<file path="src/rtl/program_loader.sv">
// Boot-time program loader: receives a 32-bit little-endian byte count, then program bytes, and writes 32-bit words to instruction memory.
// Optional trailing 8-bit checksum byte enabled by defining PROGRAM_LOADER_CHECKSUM_EN.
module program_loader #(
    parameter int unsigned ADDR_WIDTH = 15,
    parameter int unsigned BASE_ADDR  = 0
) (
    input  logic                  clk,
    input  logic                  reset,
    input  logic                  receive_program_data_size,
    input  logic                  receive_program_data,
    input  logic                  rx_valid,
    input  logic [7:0]            rx_data,
    output logic                  receive_program_data_size_finished,
    output logic                  receive_program_data_finished,
    output logic                  imem_write_enable,
    output logic [ADDR_WIDTH-1:0] imem_addr,
    output logic [31:0]           imem_wdata,
    output logic                  checksum_error
);

    localparam logic [2:0] S_IDLE      = 3'd0;
    localparam logic [2:0] S_SIZE      = 3'd1;
    localparam logic [2:0] S_WAIT_DATA = 3'd2;
    localparam logic [2:0] S_DATA      = 3'd3;
    localparam logic [2:0] S_DONE      = 3'd5;
`ifdef PROGRAM_LOADER_CHECKSUM_EN
    localparam logic [2:0] S_CHECK     = 3'd4;
`endif

    logic [2:0]  state;
    logic [1:0]  size_cnt;
    logic [31:0] size_reg;
    logic [31:0] byte_count;
    logic [31:0] word_reg;
    logic [31:0] word_index;

    logic        size_accept;
    logic        data_accept;
    logic [1:0]  lane;
    logic [31:0] byte_count_next;
    logic        last_byte;
    logic        word_full;
    logic [31:0] word_next;
    logic [32:0] full_addr;
    logic        addr_in_range;

    always_comb begin
        size_accept     = (state == S_SIZE) && rx_valid && receive_program_data_size;
        data_accept     = (state == S_DATA) && rx_valid && receive_program_data;
        lane            = byte_count[1:0];
        byte_count_next = byte_count + 32'd1;
        last_byte       = (byte_count_next == size_reg);
        word_full       = (lane == 2'd3) || last_byte;
        // A new word starts from zero so a short final word is zero-padded.
        word_next       = (lane == 2'd0) ? '0 : word_reg;
        word_next[{lane, 3'b000} +: 8] = rx_data;
        full_addr       = 33'(BASE_ADDR) + {1'b0, word_index};
        addr_in_range   = (full_addr[32:ADDR_WIDTH] == '0);
    end

`ifdef PROGRAM_LOADER_CHECKSUM_EN
    logic [7:0] sum;
    logic       check_accept;

    always_comb begin
        check_accept = (state == S_CHECK) && rx_valid && receive_program_data;
    end
`endif

    always_ff @(posedge clk) begin
        if (reset) begin
            state                              <= S_IDLE;
            size_cnt                           <= '0;
            size_reg                           <= '0;
            byte_count                         <= '0;
            word_reg                           <= '0;
            word_index                         <= '0;
            receive_program_data_size_finished <= 1'b0;
            receive_program_data_finished      <= 1'b0;
            imem_write_enable                  <= 1'b0;
            imem_addr                          <= '0;
            imem_wdata                         <= '0;
`ifdef PROGRAM_LOADER_CHECKSUM_EN
            sum                                <= '0;
            checksum_error                     <= 1'b0;
`endif
        end else begin
            imem_write_enable <= 1'b0;
            case (state)
                S_IDLE: begin
                    if (receive_program_data_size) state <= S_SIZE;
                end
                S_SIZE: begin
                    if (size_accept) begin
                        size_reg[{size_cnt, 3'b000} +: 8] <= rx_data;
                        size_cnt <= size_cnt + 2'd1;
                        if (size_cnt == 2'd3) begin
                            receive_program_data_size_finished <= 1'b1;
                            state <= S_WAIT_DATA;
                        end
                    end
                end
                S_WAIT_DATA: begin
                    if (receive_program_data) begin
                        if (size_reg == '0) begin
                            receive_program_data_finished <= 1'b1;
                            state <= S_DONE;
                        end else begin
                            state <= S_DATA;
                        end
                    end
                end
                S_DATA: begin
                    if (data_accept) begin
                        byte_count <= byte_count_next;
                        word_reg   <= word_next;
`ifdef PROGRAM_LOADER_CHECKSUM_EN
                        sum        <= sum + rx_data;
`endif
                        // Output word is a separate register, so the next byte may arrive during the strobe.
                        if (word_full) begin
                            imem_write_enable <= addr_in_range;
                            imem_addr         <= full_addr[ADDR_WIDTH-1:0];
                            imem_wdata        <= word_next;
                            word_index        <= word_index + 32'd1;
                        end
                        if (last_byte) begin
`ifdef PROGRAM_LOADER_CHECKSUM_EN
                            state <= S_CHECK;
`else
                            state <= S_DONE;
                            if (!addr_in_range) receive_program_data_finished <= 1'b1;
`endif
                        end
                    end
                end
`ifdef PROGRAM_LOADER_CHECKSUM_EN
                S_CHECK: begin
                    if (check_accept) begin
                        if (rx_data != sum) checksum_error <= 1'b1;
                        receive_program_data_finished <= 1'b1;
                        state <= S_DONE;
                    end
                end
`endif
                S_DONE: begin
                    // Final strobe is visible this cycle; raise finished right after it.
                    if (imem_write_enable) receive_program_data_finished <= 1'b1;
                end
                default: state <= S_IDLE;
            endcase
        end
    end

`ifndef PROGRAM_LOADER_CHECKSUM_EN
    assign checksum_error = 1'b0;
`endif

endmodule
</file>
<file path="config.mk">
export PLATFORM = sky130hd
export DESIGN_NAME = program_loader
export DESIGN_NICKNAME = d
export VERILOG_FILES = /design/src/rtl/program_loader.sv
export SDC_FILE = /design/constraint.sdc
export NUM_CORES = 1
export LEC_CHECK = 0
export ABC_CLOCK_PERIOD_IN_PS = 5000
export BUFFER_PORTS_ARGS = -buffer_cell sky130_fd_sc_hd__clkbuf_2
export CORE_ASPECT_RATIO = 1.4
export CORE_MARGIN = 2
export CORE_UTILIZATION = 29
export CTS_BUF_LIST = sky130_fd_sc_hd__clkbuf_4
export DETAILED_ROUTE_END_ITERATION = 10
export HOLD_SLACK_MARGIN = 0.03
export MAX_ROUTING_LAYER = met4
export PLACE_DENSITY = 0.53
export SLEW_MARGIN = 25
export SYNTH_ARGS = -nofsm -noshare
export SYNTH_HDL_FRONTEND = slang
export SYNTH_SLANG_ARGS = --single-unit
</file>
<file path="constraint.sdc">
create_clock -name clk -period 5 [get_ports clk]
set_input_delay 1 -clock clk [delete_from_list [all_inputs] [get_ports clk]]
set_output_delay 1 -clock clk [all_outputs]
set_load 0.05 [all_outputs]
</file>
==> metrics.txt, run 1 <==
Net Count, Synth 1,196; post-synth cell types 57; CP arrival 4.80 ns; die area 0.0334 sq mm; Syn Std Cell Area 0.00925 sq mm; total grt overflow 0; dominant synthesized flop cell dfxtp_1; first-pass GRT wire length 42,100 um; Row Count 77; worst hold slack 0.470 ns; Max FO, Critical Path 48; drt first pass iters 7; Total Routing Usage GR 0.162; Crit Path Category flip-flop to flip-flop; crit start category flip-flop; min cycle time layout 4.24 ns; worst hold path class flip-flop to flip-flop; Worst-path clk slew 0.15 ns; status complete, no violations; Post-synth EDFFs 0; final clock skew 0.0283 ns; clock tree buffer depth 2; die height 215 um; Buffers on Ports 62; clock root buffer clkbuf_4; GP Congestion 0.880; # clock sinks 183; WL final 25,700 um; Synth Register Bits 183; post-route setup TNS 0 ns; Seq/Total Area, Yosys 0.396; Rel. slew slack 0.360; worst skew pair latency 0.64 ns; Max Clk Rate 236 MHz; Worst EP required 5.56 ns; Max rail drop VDD 0.173 mV; top cells by count, synth 183 x dfxtp_1, 153 x a21oi_1, 115 x nand2_1; detailed-route DRC error count 0; Slew @ Worst Pin 0.958 ns; Final ANT Viol Nets 0; # setup viols final 0; CP max-delay cell dfxtp_1; fin util 0.318; count leader, synth dfxtp_1; vias in the first global route 7,962; Hold-fix buffers, CTS 0; layout cells sized above 1 0.104; asr flop ratio synth 0; die boundary width 155 um; dpl hpwl 17,600 um; Setup Fix Bufs, Post-CTS 0; Initial Util 0.294; part of the cycle the worst path needs 0.847; drt wl/cell 16.3 um; top cell type's share of synthesized area 0.396; yosys warns 0; Num CTS Buffers 17; Via Count 8,317; final hold violations 0; Synth-to-Final Area Change 8.27%; largest net degree at the start of global routing 73; Power Density 242 mW/mm^2; cell count after synthesis 1,170; Mean Syn Cell Area 7.90 sq um; crit-path cells ha_1 > nand4_1 > nor2_1 > and3_1 > o2111ai_1 > nand4b_1 > nor4_4 > a21oi_4 > buf_4 > or4_1 > a21oi_1; Iteration-0 DRC Markers 643; CP endpoint kind flip-flop; Vias per Instance 5.26; CP max stage delay 0.60 ns; Max-cap violations 0; Area contributors post-synth dfxtp_1 40%, a21oi_1 8.3%, nand2_1 4.7%; core footprint 0.0315 sq mm; H-Tree Depth 4; area leader, netlist dfxtp_1; IO Pins 64; unrepaired setup endpoints after global routing false; nets@finish 1,199; FILL cells 3,373; leakage 3.32 nW; fin. max-slew vios 0; CTS tree built; antenna violations before repair 1; # resized after CTS 0
[layer usage]
layer / vias to the layer above / track usage / share of wire
li1: 4164 / - / -
met2: 182 / 0.277 / 0.50
met1: 3923 / 0.185 / 0.43
met4: 0 / 0.0753 / 0.035
met3: 48 / 0.0256 / 0.034
met5: - / - / 0
[final cells by class]
| class | count | area [sq um] | share of cell area |
|---|---|---|---|
| Sequential cell | 183 | 3660 | 0.366 |
| Inverter | 13 | 48.8 | 0.00487 |
| Timing Repair Buffer | 73 | 395 | 0.0395 |
| Tap cell | 395 | 494 | 0.0494 |
| Multi-Input combinational cell | 885 | 5160 | 0.515 |
| Clock buffer | 20 | 150 | 0.0150 |
| Clock inverter | 12 | 101 | 0.0101 |
| Antenna cell | 1 | 2.50 | 0.000250 |
[kinds of logic after synthesis]
logic type / count (synthesis) / synth area share
AO/OA/AOI/OAI: 301 / 0.190
XOR/XNOR: 71 / 0.0681
adder cells (fa/ha/maj): 13 / 0.0176
buffers and inverters: 102 / 0.0484
flip-flops: 183 / 0.396
multiplexers: 2 / 0.00216
other: 1 / 0.000406
AND/OR/NAND/NOR: 497 / 0.277
[worst max-delay path, delay by kind of cell, from the launching register on]
family / cells / cell delay, ns
adders and majority gates: 1 / 0.45
buffers and inverters: 1 / 0.34
AOI/OAI and AO/OA: 3 / 0.53
DFF: 1 / 0.60
and+or+nand+nor: 6 / 2.20
[through the flow]
| step | cell area (sq um) | cells | setup WS, ns | total power, mW |
|---|---|---|---|---|
| after floorplan | 9250 | 1170 | 1.80 | 1.63 |
| after global placement | 9750 | 1549 | 0.989 | 1.67 |
| after detailed placement | 9750 | 1549 | 0.845 | 1.67 |
| after CTS | 10000 | 1581 | 0.789 | 2.47 |
| after global routing | 10000 | 1582 | 0.419 | 2.54 |
| final | 10000 | 1582 | 0.763 | 2.43 |
[power by group]
part | internal [mW] | switching (mW)
sequential | 1.47 | 0.0124
combinational | 0.0399 | 0.114
clock | 0.262 | 0.526
total | 1.77 | 0.653
[layout by cell type (no fill, tap or decap), types with 13 or more instances in the layout]
cell      instances
nor2b_1          21
o31ai_1          28
dfxtp_1         183
o21a_1           28
nand2_1         115
ha_1             13
xor2_1           23
clkbuf_4         20
o21ai_0          68
inv_1            13
nor3_1           17
or3_1            13
or4_1            30
nor2_1          112
xnor2_1          47
clkbuf_2         61
nand4_1          33
a21oi_1         153
nor4_1           19
nand3_1          77
[final timing paths]
| path | from | to | slack, ns | cells past startpoint |
|---|---|---|---|---|
| min | word_reg[25] | word_reg[25] | 0.47 | 2 |
| max | byte_count[0] | word_index[11] | 0.76 | 11 |
| max reg2reg | byte_count[0] | word_index[11] | 0.76 | 11 |
| min reg2reg | word_reg[25] | word_reg[25] | 0.47 | 2 |
(Power assumes the default switching activity.)
==> run 2: changes to the inputs <==
Settings changed: ABC_AREA set to 1, ABC_CLOCK_PERIOD_IN_PS 5000 to 3800, PLACE_DENSITY 0.53 to 0.55.
Clock period 5 ns to 3.8 ns, I/O delays scaled along.
==> metrics.txt, run 2 <==
GR Layer Usage met1 0.194 (was 0.185); Row Count 80 (was 77); drt wl/cell 15.6 um (was 16.3 um); most frequent cells in the layout 334 x nand2_1, 188 x nor2_1, 183 x dfxtp_1, 180 x inv_1, 143 x nand3_1 (was 183 x dfxtp_1, 153 x a21oi_1, 115 x nand2_1, 112 x nor2_1, 77 x nand3_1); Total Routing Usage GR 0.184 (was 0.162); layout cells sized above 1 0.0856 (was 0.104); Setup WS pre-CTS 0.358 ns (was 0.845 ns); mux contribution to synthesized area 0 (was 0.00216); Max-cap violations 0 (unchanged); final clock skew 0.0197 ns (was 0.0283 ns); met3 Use GR 0.0266 (was 0.0256); cell mode on critical path nand2_1; worst skew pair latency 0.65 ns (was 0.64 ns); Via Count 9,903 (was 8,317); Hold-fix buffers, CTS 0 (unchanged); part of the cycle the worst path needs 0.905 (was 0.847); crit-path cells ha_1 > inv_2 > nor2_2 > nand2_1 > nor2_2 > nand3_1 > nand3_1 > nand2_1 > nor2_1 > nand2_1 > nor2_1 > nand3_2 > nand2_4 > nand2_4 > inv_2 > nand2_2 > o21ai_1 (was ha_1 > nand4_1 > nor2_1 > and3_1 > o2111ai_1 > nand4b_1 > nor4_4 > a21oi_4 > buf_4 > or4_1 > a21oi_1); Max FO, Critical Path 19 (was 48); Syn Std Cell Area 0.00996 sq mm (was 0.00925 sq mm); adder-cell area share of the yosys netlist 0.0163 (was 0.0176); Post-synth EDFFs 0 (unchanged); Slew @ Worst Pin 0.921 ns (was 0.958 ns); count leader, synth nand2_1 (was dfxtp_1); first-pass GRT wire length 50,600 um (was 42,100 um); Clk pwr share 0.317 (was 0.325); status complete, no violations (unchanged); final hold violations 0 (unchanged); drt first pass iters 6 (was 7); asr flop ratio synth 0 (unchanged); # setup viols final 0 (unchanged); top cells by count, synth 334 x nand2_1, 188 x nor2_1, 183 x dfxtp_1 (was 183 x dfxtp_1, 153 x a21oi_1, 115 x nand2_1); Crit Path Category flip-flop to flip-flop (unchanged); dpl hpwl 23,400 um (was 17,600 um); NetSw 1.22 mW (was 0.653 mW); CP endpoint kind flip-flop (unchanged); sequential power share 0.531 (was 0.612); post-synthesis xor/xnor area fraction 0.0325 (was 0.0681); die height 223 um (was 215 um); Power Density 347 mW/mm^2 (was 242 mW/mm^2); cell count after synthesis 1,533 (was 1,170); GP Congestion 0.938 (was 0.880); Largest delay share family, worst path simple AND/OR/NAND/NOR gates (unchanged); Vias per Instance 4.88 (was 5.26); Worst EP required 4.37 ns (was 5.56 ns); final instance area 0.0110 sq mm (was 0.0100 sq mm); Seq/Total Area, Yosys 0.368 (was 0.396); min cycle time layout 3.44 ns (was 4.24 ns); largest family of logic cells by synthesized area simple AND/OR/NAND/NOR gates (unchanged); Worst-path clk slew 0.15 ns (about the same); Synth Area in Compound Gates 0.163 (was 0.190); Mean Syn Cell Area 6.50 sq um (was 7.90 sq um); clock tree buffer depth 2 (unchanged); Final ANT Viol Nets 0 (unchanged); total grt overflow 0 (unchanged); final worst setup slack 0.361 ns (was 0.763 ns); Cells after DPL 1,996 (was 1,549); Synth-to-Final Area Change 10.5% (was 8.27%); FILL cells 3,770 (was 3,373); Buffers on Ports 62 (unchanged); Iteration-0 DRC Markers 625 (was 643); clock root buffer clkbuf_4 (unchanged); Max rail drop VDD 0.234 mV (was 0.173 mV); Setup Fix Bufs, Post-CTS 0 (unchanged); most common cell after layout, fill and taps aside nand2_1 (was dfxtp_1); detailed-route DRC error count 0 (unchanged); post-route setup TNS 0 ns (unchanged); Synth Area in Simple Gates 0.321 (was 0.277); M2 GR Usage 0.335 (was 0.277); Comb pwr share 0.151 (was 0.064); Bufs and invs on worst path 2 (was 1); post-synth cell types 42 (was 57); register area 0.00366 sq mm (unchanged); CP arrival 4.01 ns (was 4.80 ns); CTS tree built (unchanged); Pwr Total 3.82 mW (was 2.43 mW); IO Pins 64 (unchanged); Synth Register Bits 183 (unchanged); Initial Util 0.294 (about the same); # resized after CTS 0 (unchanged); vias in the first global route 9,705 (was 7,962); nets@finish 1,590 (was 1,199); switching power share of the total 0.319 (was 0.269); largest net degree at the start of global routing 64 (was 73); final std cells w/o fill 2,029 (was 1,582); unrepaired setup endpoints after global routing false (unchanged); die boundary width 161 um (was 155 um); CP max stage delay 0.46 ns (was 0.60 ns); area leader, netlist dfxtp_1 (unchanged); core footprint 0.0339 sq mm (was 0.0315 sq mm); WL final 31,700 um (was 25,700 um); fin util 0.324 (was 0.318); dominant synthesized flop cell dfxtp_1 (unchanged); Net Count, Synth 1,559 (was 1,196); yosys warns 0 (unchanged); # clock sinks 183 (unchanged); area taken by multi-input logic gates 0.00531 sq mm (was 0.00516 sq mm); Max Clk Rate 291 MHz (was 236 MHz); CP max-delay cell dfxtp_1 (unchanged); crit start category flip-flop (unchanged); layer with the highest usage met2 (unchanged); internal power 2.60 mW (was 1.77 mW); Placed Area 0.0107 sq mm (was 0.00975 sq mm); Rel. slew slack 0.385 (was 0.360); antenna violations before repair 1 (unchanged); worst hold slack 0.460 ns (was 0.470 ns); worst hold path class flip-flop to flip-flop (unchanged); leakage 4.51 nW (was 3.32 nW); Area contributors post-synth dfxtp_1 37%, nand2_1 13%, nand3_1 7.2% (was dfxtp_1 40%, a21oi_1 8.3%, nand2_1 4.7%); H-Tree Depth 4 (unchanged); die area 0.0359 sq mm (was 0.0334 sq mm); fin. max-slew vios 0 (unchanged); Num CTS Buffers 17 (unchanged); top cell type's share of synthesized area 0.368 (was 0.396)
==> run 2: changes by cell type after synthesis, sizes merged, moves of 36 or more <==
cell and change:
nand3 +63, a21oi -36, inv +171, nor2 +87
nand2 +226, xnor2 -42, o21ai +70
==> run 2: worst paths after layout <==
check,start,depth (start not counted),slack [ns],endpoint
setup reg to reg,byte_count[0],17,0.36,imem_wdata[31]
hold / removal,receive_program_data_size_finished,2,0.46,receive_program_data_size_finished
hold reg to reg,receive_program_data_size_finished,2,0.46,receive_program_data_size_finished
setup / recovery,byte_count[0],17,0.36,imem_wdata[31]
==> run 2: power groups by stage <==
stage / Sequential [mW] / Clock [mW] / Combinational, mW
global placement: 2.07 / 0 / 0.574
floorplan: 2.07 / 0 / 0.401
CTS: 2.03 / 1.26 / 0.579
detailed placement: 2.07 / 0 / 0.579
global route: 2.04 / 1.31 / 0.656
finish: 2.03 / 1.21 / 0.578
==> run 2: logic make-up after synthesis <==
family,count (synthesis)
adders and majority gates,13
other,1
buffers and inverters,251
AOI/OAI and AO/OA,301
DFF,183
xor gates and xnor gates,37
and+or+nand+nor,747
==> run 2: layer usage <==
metal / up-vias / wire (um)
li1: 5054 / -
met1: 4535 / 12800
met2: 240 / 16400
met5: - / 0
met3: 74 / 1010
met4: 0 / 1400
==> run 2: worst min-delay path: stages (launching register included) <==
cell and delay, ns:
dfxtp_1 0.34, inv_1 0.05, a21oi_1 0.05
==> run 2: cell type report <==
class / instances / area share
antenna: 1 / 0.000227
clock buffer: 17 / 0.0116
clock inverter: 15 / 0.0158
inverter: 185 / 0.0632
multi-input combinational: 1099 / 0.483
sequential: 183 / 0.333
tap: 451 / 0.0513
timing repair buffer: 78 / 0.0425
==> run 3: changes to the inputs <==
Settings changed: MAX_ROUTING_LAYER met4 to unset.
==> metrics.txt, run 3 (synthesis results as in run 2) <==
nets@finish 1,589 (was 1,590); Placed Area 0.0107 sq mm (about the same); status complete, no violations (unchanged); Max FO, Critical Path 18 (was 19); layout cells sized above 1 0.0850 (was 0.0856); # resized after CTS 0 (unchanged); unrepaired setup endpoints after global routing false (unchanged); antenna violations before repair 1 (unchanged); Slew @ Worst Pin 0.913 ns (was 0.921 ns); H-Tree Depth 4 (unchanged); clock root buffer clkbuf_4 (unchanged); Setup Fix Bufs, Post-CTS 0 (unchanged); Total Routing Usage GR 0.180 (was 0.184); crit start category flip-flop (unchanged); min cycle time layout 3.45 ns (was 3.44 ns); first-pass GRT wire length 51,000 um (was 50,600 um); IO Pins 64 (unchanged); part of the cycle the worst path needs 0.908 (was 0.905); final hold violations 0 (unchanged); fin. max-slew vios 0 (unchanged); worst hold path class flip-flop to flip-flop (unchanged); die height 223 um (unchanged); drt wl/cell 15.5 um (was 15.6 um); Max-cap violations 0 (unchanged); Iteration-0 DRC Markers 702 (was 625); Clk pwr share 0.303 (was 0.317); Num CTS Buffers 17 (unchanged); core footprint 0.0339 sq mm (unchanged); Via Count 9,877 (was 9,903); WL final 31,400 um (was 31,700 um); FILL cells 3,767 (was 3,770); Final ANT Viol Nets 0 (unchanged); most common cell after layout, fill and taps aside nand2_1 (unchanged); drt first pass iters 5 (was 6); final instance area 0.0110 sq mm (about the same); Row Count 80 (unchanged); Hold-fix buffers, CTS 0 (unchanged); die boundary width 161 um (unchanged); Reg-to-Reg End imem_addr[10] (was imem_wdata[31]); internal power 2.54 mW (was 2.60 mW); GP Congestion 0.923 (was 0.938); switching power share of the total 0.320 (was 0.319); die area 0.0359 sq mm (unchanged); CTS tree built (unchanged); hold-critical path depth 2 (unchanged); final worst setup slack 0.350 ns (was 0.361 ns); fin util 0.323 (was 0.324); dpl hpwl 23,100 um (was 23,400 um); Power Density 341 mW/mm^2 (was 347 mW/mm^2); CP arrival 4.03 ns (was 4.01 ns); # clock sinks 183 (unchanged); worst r2r path cells 20 (was 17); largest net degree at the start of global routing 64 (unchanged); vias in the first global route 9,558 (was 9,705); Comb pwr share 0.154 (was 0.151); CP endpoint kind flip-flop (unchanged); most frequent cells in the layout 334 x nand2_1, 188 x nor2_1, 183 x dfxtp_1, 180 x inv_1, 143 x nand3_1 (unchanged); NetSw 1.19 mW (was 1.22 mW); hold endpoint receive_program_data_size_finished (unchanged); Buffers on Ports 62 (unchanged); Synth-to-Final Area Change 10.0% (was 10.5%); Vias per Instance 4.87 (was 4.88); clock tree buffer depth 2 (unchanged); post-route setup TNS 0 ns (unchanged); detailed-route DRC error count 0 (unchanged); sequential power share 0.543 (was 0.531); # setup viols final 0 (unchanged); Setup WS pre-CTS 0.381 ns (was 0.358 ns); Initial Util 0.294 (unchanged); Worst EP required 4.38 ns (was 4.37 ns); Worst-path clk slew 0.15 ns (about the same); worst skew pair latency 0.66 ns (was 0.65 ns); Worst Hold Launch receive_program_data_size_finished (unchanged); Rel. slew slack 0.390 (was 0.385); leakage 4.49 nW (was 4.51 nW); FF-to-FF setup slack 0.35 ns (was 0.36 ns); launch point of the worst reg-to-reg path byte_count[0] (unchanged); total grt overflow 0 (unchanged); Max Clk Rate 290 MHz (was 291 MHz); final clock skew 0.0272 ns (was 0.0197 ns); Crit Path Category flip-flop to flip-flop (unchanged); Max rail drop VDD 0.289 mV (was 0.234 mV)
run 3: stage by stage:
stage | total power, mW | instances | hold slack, ns
2_1_floorplan | 2.48 | 1533 | 0.432
3_3_place_gp | 2.64 | 1995 | 0.442
3_5_place_dp | 2.64 | 1995 | 0.443
4_1_cts | 3.77 | 2027 | 0.463
5_1_grt | 3.93 | 2028 | 0.482
6_report | 3.74 | 2028 | 0.458
run 3: power by group through the flow:
stage	Combinational, mW	Clock (mW)	Sequential (mW)
3_3_place_gp	0.568	0	2.07
2_1_floorplan	0.401	0	2.07
3_5_place_dp	0.573	0	2.07
5_1_grt	0.658	1.23	2.04
6_report	0.577	1.13	2.03
4_1_cts	0.575	1.17	2.03
run 3: area by class of cell:
type	count	area [sq um]	share of cell area
Antenna cell	1	2.50	0.000228
Clock buffer	19	143	0.0130
Clock inverter	13	130	0.0119
Inverter	185	696	0.0635
Multi-Input combinational cell	1099	5310	0.485
Sequential cell	183	3660	0.334
Tap cell	451	564	0.0515
Timing Repair Buffer	77	448	0.0409
run 3: metal layers:
| metal | vias to the layer above | share of wire | wire [um] | track usage |
|---|---|---|---|---|
| met3 | 76 | 0.037 | 1160 | 0.0253 |
| met4 | 0 | 0.046 | 1460 | 0.0982 |
| met5 | - | 0 | 0 | 0 |
| li1 | 5037 | - | - | - |
| met2 | 249 | 0.52 | 16200 | 0.331 |
| met1 | 4515 | 0.40 | 12600 | 0.197 |
run 3: worst max-delay path by stage:
stage | start | endpoint | cells past startpoint
5_1_grt | byte_count[0] | imem_addr[13] | 20
3_5_place_dp | byte_count[0] | imem_addr[10] | 18
4_1_cts | byte_count[0] | imem_addr[10] | 20
6_report | byte_count[0] | imem_addr[10] | 20
3_3_place_gp | byte_count[0] | imem_wdata[15] | 18
2_1_floorplan | byte_count[0] | imem_wdata[10] | 18
run 3: worst max-delay path, stage by stage, from the launching register on:
cell,delay [ns]
dfxtp_1,0.47
ha_1,0.27
inv_2,0.09
nor2_2,0.25
nand2_2,0.17
nor2_2,0.31
nand2_1,0.12
nand2_1,0.10
nand2_1,0.05
nand2_1,0.06
nand2_1,0.05
nor2_1,0.16
nand2_1,0.08
nor2_1,0.11
nand3_2,0.12
nand2_4,0.10
nand2_4,0.17
inv_2,0.26
buf_4,0.26
nor2_1,0.06
nor2_1,0.09
